$ cat src/rtl/star_pkg.sv
// star_pkg: shared defaults, FSM states and bounding-box type for the star mapper
package star_pkg;
   localparam int DEF_IMG_W     = 6;
   localparam int DEF_IMG_H     = 6;
   localparam int DEF_WIN       = 3;
   localparam int DEF_THRESHOLD = 0;
   localparam int DEF_XY_SZ     = 3;
   localparam int DEF_ADDR_SZ   = 6;
   localparam int DEF_COL_SZ    = 3;

   typedef enum logic [2:0] {IDLE, INIT, RD, EVAL, ERASE, DONE} state_t;

   typedef struct packed {
      logic [DEF_XY_SZ-1:0] x0;
      logic [DEF_XY_SZ-1:0] y0;
      logic [DEF_XY_SZ-1:0] x1;
      logic [DEF_XY_SZ-1:0] y1;
   } box_t;
endpackage

$ cat src/rtl/pix_addr_calc.sv
// pix_addr_calc: linear pixel address y*IMG_W+x built from shifted copies of y
module pix_addr_calc #(
   parameter int IMG_W   = 6,
   parameter int XY_SZ   = 3,
   parameter int ADDR_SZ = 6
) (
   input  logic [XY_SZ-1:0]   x,
   input  logic [XY_SZ-1:0]   y,
   output logic [ADDR_SZ-1:0] addr
);
   localparam logic [ADDR_SZ-1:0] W = ADDR_SZ'(IMG_W);
   always_comb begin
      addr = ADDR_SZ'(x);
      for (int i = 0; i < ADDR_SZ; i++)
         if (W[i]) addr = addr + (ADDR_SZ'(y) << i);
   end
endmodule

$ cat src/rtl/star_mapper.sv
// star_mapper: scans a clipped window below a seed pixel, boxes the star and erases its pixels
module star_mapper
   import star_pkg::*;
#(
   parameter int IMG_W     = DEF_IMG_W,
   parameter int IMG_H     = DEF_IMG_H,
   parameter int WIN       = DEF_WIN,
   parameter int THRESHOLD = DEF_THRESHOLD,
   parameter int XY_SZ     = DEF_XY_SZ,
   parameter int ADDR_SZ   = DEF_ADDR_SZ,
   parameter int COL_SZ    = DEF_COL_SZ
) (
   input  logic               clk,
   input  logic               reset,
   input  logic               go,
   input  logic [XY_SZ-1:0]   seedX,
   input  logic [XY_SZ-1:0]   seedY,
   input  logic [COL_SZ-1:0]  ramQ,
   output logic [ADDR_SZ-1:0] ramAddr,
   output logic               ramWrEn,
   output logic [COL_SZ-1:0]  ramData,
   output logic               busy,
   output logic               done,
   output logic               found,
   output logic [XY_SZ-1:0]   boxX0,
   output logic [XY_SZ-1:0]   boxY0,
   output logic [XY_SZ-1:0]   boxX1,
   output logic [XY_SZ-1:0]   boxY1,
   output logic [ADDR_SZ-1:0] pixCount,
   output logic [COL_SZ-1:0]  starCol
);
   localparam int IW = XY_SZ + 1;
   state_t state, nxt;
   logic [XY_SZ-1:0] sx, sy, x, y, xs, xe, ye, xs_n, xe_n, ye_n;
   box_t box;
   logic lit, last;

   pix_addr_calc #(.IMG_W(IMG_W), .XY_SZ(XY_SZ), .ADDR_SZ(ADDR_SZ)) addr_calc (
      .x(x),
      .y(y),
      .addr(ramAddr)
   );

   // bounds are compared one bit wider so seed plus reach cannot wrap
   always_comb begin
      xs_n = ({1'b0, sx} >= IW'(WIN - 1)) ? sx - XY_SZ'(WIN - 1) : '0;
      xe_n = ({1'b0, sx} + IW'(WIN - 1) > IW'(IMG_W - 1)) ? XY_SZ'(IMG_W - 1) : sx + XY_SZ'(WIN - 1);
      ye_n = ({1'b0, sy} + IW'(WIN - 1) > IW'(IMG_H - 1)) ? XY_SZ'(IMG_H - 1) : sy + XY_SZ'(WIN - 1);
   end

   assign lit      = ramQ > COL_SZ'(THRESHOLD);
   assign last     = (x == xe) && (y == ye);
   assign busy     = state != IDLE;
   assign done     = state == DONE;
   assign ramWrEn  = (state == ERASE) && !reset;
   assign ramData  = '0;
   assign boxX0    = box.x0;
   assign boxY0    = box.y0;
   assign boxX1    = box.x1;
   assign boxY1    = box.y1;

   always_comb begin
      nxt = state;
      case (state)
         IDLE:    nxt = go ? INIT : IDLE;
         INIT:    nxt = RD;
         RD:      nxt = EVAL;
         EVAL:    nxt = lit ? ERASE : last ? DONE : RD;
         ERASE:   nxt = last ? DONE : RD;
         DONE:    nxt = go ? DONE : IDLE;
         default: nxt = IDLE;
      endcase
   end

   always_ff @(posedge clk) begin
      if (reset) begin
         state <= IDLE;
         {sx, sy, x, y, xs, xe, ye} <= '0;
         box <= '0;
         found <= 1'b0;
         pixCount <= '0;
         starCol <= '0;
      end else begin
         state <= nxt;
         if (state == IDLE && go) begin
            sx <= seedX;
            sy <= seedY;
         end
         if (state == INIT) begin
            xs <= xs_n;
            xe <= xe_n;
            ye <= ye_n;
            x <= xs_n;
            y <= sy;
            found <= 1'b0;
            pixCount <= '0;
            starCol <= '0;
            box <= '{sx, sy, sx, sy};
         end
         if (state == EVAL && lit) begin
            box.x0 <= (x < box.x0) ? x : box.x0;
            box.y0 <= (y < box.y0) ? y : box.y0;
            box.x1 <= (x > box.x1) ? x : box.x1;
            box.y1 <= (y > box.y1) ? y : box.y1;
            pixCount <= pixCount + ADDR_SZ'(1);
            found <= 1'b1;
            if (!found) starCol <= ramQ;
         end
         // the last position is held so the address never leaves the window
         if (((state == EVAL && !lit) || state == ERASE) && !last) begin
            x <= (x == xe) ? xs : x + XY_SZ'(1);
            y <= (x == xe) ? y + XY_SZ'(1) : y;
         end
      end
   end
endmodule

$ cat config.mk
export PLATFORM = sky130hd
export DESIGN_NAME = star_mapper
export DESIGN_NICKNAME = d
export VERILOG_FILES = /design/src/rtl/star_pkg.sv /design/src/rtl/pix_addr_calc.sv /design/src/rtl/star_mapper.sv
export SDC_FILE = /design/constraint.sdc
export NUM_CORES = 1
export LEC_CHECK = 0
export CORE_UTILIZATION = 45
export DETAILED_ROUTE_END_ITERATION = 16
export GPL_TIMING_DRIVEN = 0
export PLACE_DENSITY = 0.69
export SLEW_MARGIN = 10
export SYNTH_ARGS = -nofsm -noshare
export SYNTH_HDL_FRONTEND = slang
export SYNTH_SLANG_ARGS = --single-unit
$ cat constraint.sdc
create_clock -name clk -period 3.65 [get_ports clk]
set_input_delay 0.365 -clock clk [delete_from_list [all_inputs] [get_ports clk]]
set_output_delay 0.365 -clock clk [all_outputs]
set_load 0.01 [all_outputs]
==> metrics.cfg <==
[critical_path]
critical_path.startpoint_type = register
cp_cell_sequence = fa_1 > ha_1 > fa_1 > xor2_1 > clkdlybuf4s50_1
crit_family = adder cells
max_stage_delay_ns = 0.58
cp_num_buf_inv = 1
crit_path_end_kind = output port
crit_required_ns = 3.28
arrival_ns = 2.72
slowest_stage = dfxtp_1
critPathKind = reg2out
critPathMaxFanout = 7
cpMostUsedCell = fa_1

[clocking]
postCtsResizedCells = 0
cts_tree = built
h-tree-depth = 2
cts-root-buf = clkbuf_8
clock_path_buffers = 2
path_clk_slew_ns = 0.09
ctsHoldBuffers = 0
clk_latency_ns = 0.30
cts.sinks = 46
cts_setup_buffers = 0
cts_buffers = 5

[floorplanning]
dieArea_um2 = 6312
die_w_um = 79.45
die_h_um = 79.45
start_util_pct = 47.84
num_io_pins = 46
rows = 27
coreArea_um2 = 5642

[sta]
finalHoldViolCount = 0
rsz0062_at_grt = no
slew_violations = 0
fin_worst_skew_ns = 0.007277
tightest_slew_ns = 0.7165
min_period_over_period_pct = 84.53
relSlewSlack_pct = 52.06
fmax_mhz = 324.1
finalSetupViolations = 0
fin_crit_ns = 3.085
fin_tns_setup_ns = 0

[pwr]
combPwrFrac_pct = 31.0
power_frac_clock_pct = 24.6
power.density_nw_per_um2 = 398.0
leakage_nw = 1.346
vdd_drop_max_mv = 0.2051
switchingPower_w = 0.0004498
power_switching_share_pct = 34.28
seq_power_share_pct = 44.4
cell_internal_pwr_w = 0.0008623

[drt]
first_iter_violations = 109
first_pass_iters = 4
wl_per_cell_um = 14.75
detail-route-antenna-nets = 0
vias = 2428
viasPerCell = 5.569
wirelength_um = 6430
drc = 0

[layout]
final_cell_mix = dfxtp_1, clkdlybuf4s50_1, nor2_1, a21oi_1, ha_1
nNetsFinal = 400
utilization_pct = 58.44
layout_commonest_cell = dfxtp_1
largest_reg_flops = 6
drive_gt1_share_pct = 10.16
nFillCells = 530
synthToLayoutAreaGrowth_pct = 22.16
top_register = pixCount
diodes = 0

[synthesis]
synth_cells = 313
syn_area_um2 = 2699
yosysSeqAreaShare_pct = 34.12
avgSynthCellArea_um2 = 8.622
async_reset_ff_share_pct = 0
synth_warnings = 0
synth_top_flop_cell = dfxtp_1
synth-seq-cells = 46
synth_edf_count = 0
synth_cell_types = 54

[grt]
grt_first_pass_wirelength_um = 10700
grt_pass1_vias = 2247
grt.total_usage_pct = 22.01
antenna_found_initial = 0
grt-ovfl-total = 0
grt_start_max_net_pins = 16

[job]
maxCapViolations = 0

[placement]
hpwl_um = 4805
gp_congestion = 0.8150
portBuffers = 41

[hold_path]
hold_path.class = reg2reg

[run_status]
outcome = finished, final reports clean

## synth_stat cells (all sizes together), types with 2 or more instances
| cell | count | area [µm²] |
|---|---|---|
| a21oi | 37 | 188.9 |
| or2 | 2 | 12.52 |
| o21ai | 7 | 38.79 |
| dfxtp | 46 | 920.9 |
| a311oi | 13 | 113.9 |
| a211o | 3 | 43.79 |
| inv | 22 | 82.58 |
| o211a | 3 | 30.03 |
| xor2 | 4 | 35.03 |
| buf | 12 | 87.58 |
| mux2i | 2 | 20.02 |
| nand3b | 2 | 27.53 |
| nand2b | 3 | 18.77 |
| a2111oi | 2 | 17.52 |
| o211ai | 2 | 15.01 |
| o21a | 2 | 15.01 |
| and3 | 2 | 12.51 |
| a31oi | 2 | 12.51 |
| fa | 2 | 40.04 |
| a22oi | 2 | 15.01 |
| mux2 | 6 | 67.56 |
| nor3 | 7 | 51.30 |
| a211oi | 4 | 30.03 |
| or3 | 2 | 12.51 |
| nand3 | 11 | 55.05 |
| nand4 | 2 | 12.51 |
| a21o | 4 | 30.03 |
| nor2 | 40 | 157.6 |
| clkbuf | 9 | 33.78 |
| nand2 | 16 | 60.06 |
| ha | 23 | 287.8 |
| o31ai | 2 | 15.01 |
| xnor2 | 4 | 35.03 |
| a221oi | 2 | 17.52 |
| nor2b | 3 | 21.27 |
## cells by family (layout without fill, tap and decap cells)
logic type | after synthesis | in the layout | synth area share [%]
compound gates | 90 | 90 | 23.32
xor+xnor | 8 | 8 | 2.596
fa+ha+maj | 25 | 25 | 12.15
buf+inv | 43 | 92 | 7.557
flops | 46 | 46 | 34.12
mux | 8 | 8 | 3.245
other cells | 1 | 3 | 0.1389
simple gates | 92 | 92 | 16.88
## layer usage
metal | vias up | part of all wire, % | global-route usage (%)
met5 | - | 0 | 0
met4 | 0 | 2.5 | 9.091
met3 | 13 | 5.5 | 3.543
met2 | 74 | 46 | 35.56
met1 | 1122 | 46 | 28.95
li1 | 1219 | - | -
## tightest hold or removal path: cells and delay by family, from the launching register on
kind | cells | cell delay [ns]
compound gates | 1 | 0.05
simple gates | 1 | 0.06
flops | 1 | 0.33
## through the flow
step	std cells	instance area, µm²	hold slack (ns)	total power [W]	setup slack, ns
after CTS	436	3297	0.4829	0.001317	0.5530
after detailed placement	428	3207	0.4706	0.0009993	0.8986
final	436	3297	0.4811	0.001312	0.5647
after global routing	436	3297	0.5129	0.001394	0.4337
after floorplan	315	2706	0.4367	0.0008592	1.537
after global placement	428	3207	0.4493	0.0009884	0.9451
## power groups by stage
stage / Clock (W) / Sequential [W] / Combinational (W)
detailed placement: 0 / 0.000594 / 0.000405
finish: 0.000323 / 0.000583 / 0.000406
global route: 0.000348 / 0.000589 / 0.000456
global placement: 0 / 0.000593 / 0.000396
floorplan: 0 / 0.000593 / 0.000266
CTS: 0.000328 / 0.000583 / 0.000406
## worst paths after layout
check                            from  slack (ns)         end  depth (start not counted)
worst max-delay path             x[2]        0.56  ramAddr[4]                          5
worst max register to register   x[1]        1.64    boxX1[2]                          6
worst min register to register  ye[1]        0.48       ye[1]                          2
worst min-delay path            ye[1]        0.48       ye[1]                          2
## final cells by class
class	count	area (µm²)	area share, %
flip-flops and latches	46	920.9	27.93
plain buffers	21	121.4	3.681
inverters	22	82.58	2.505
repair buffers	41	410.4	12.45
multi-input cells	226	1582	47.97
clock inverters	3	21.27	0.6452
clock buffers	5	68.82	2.087
well taps	72	90.09	2.732
Power figures use the tool's default switching activity.
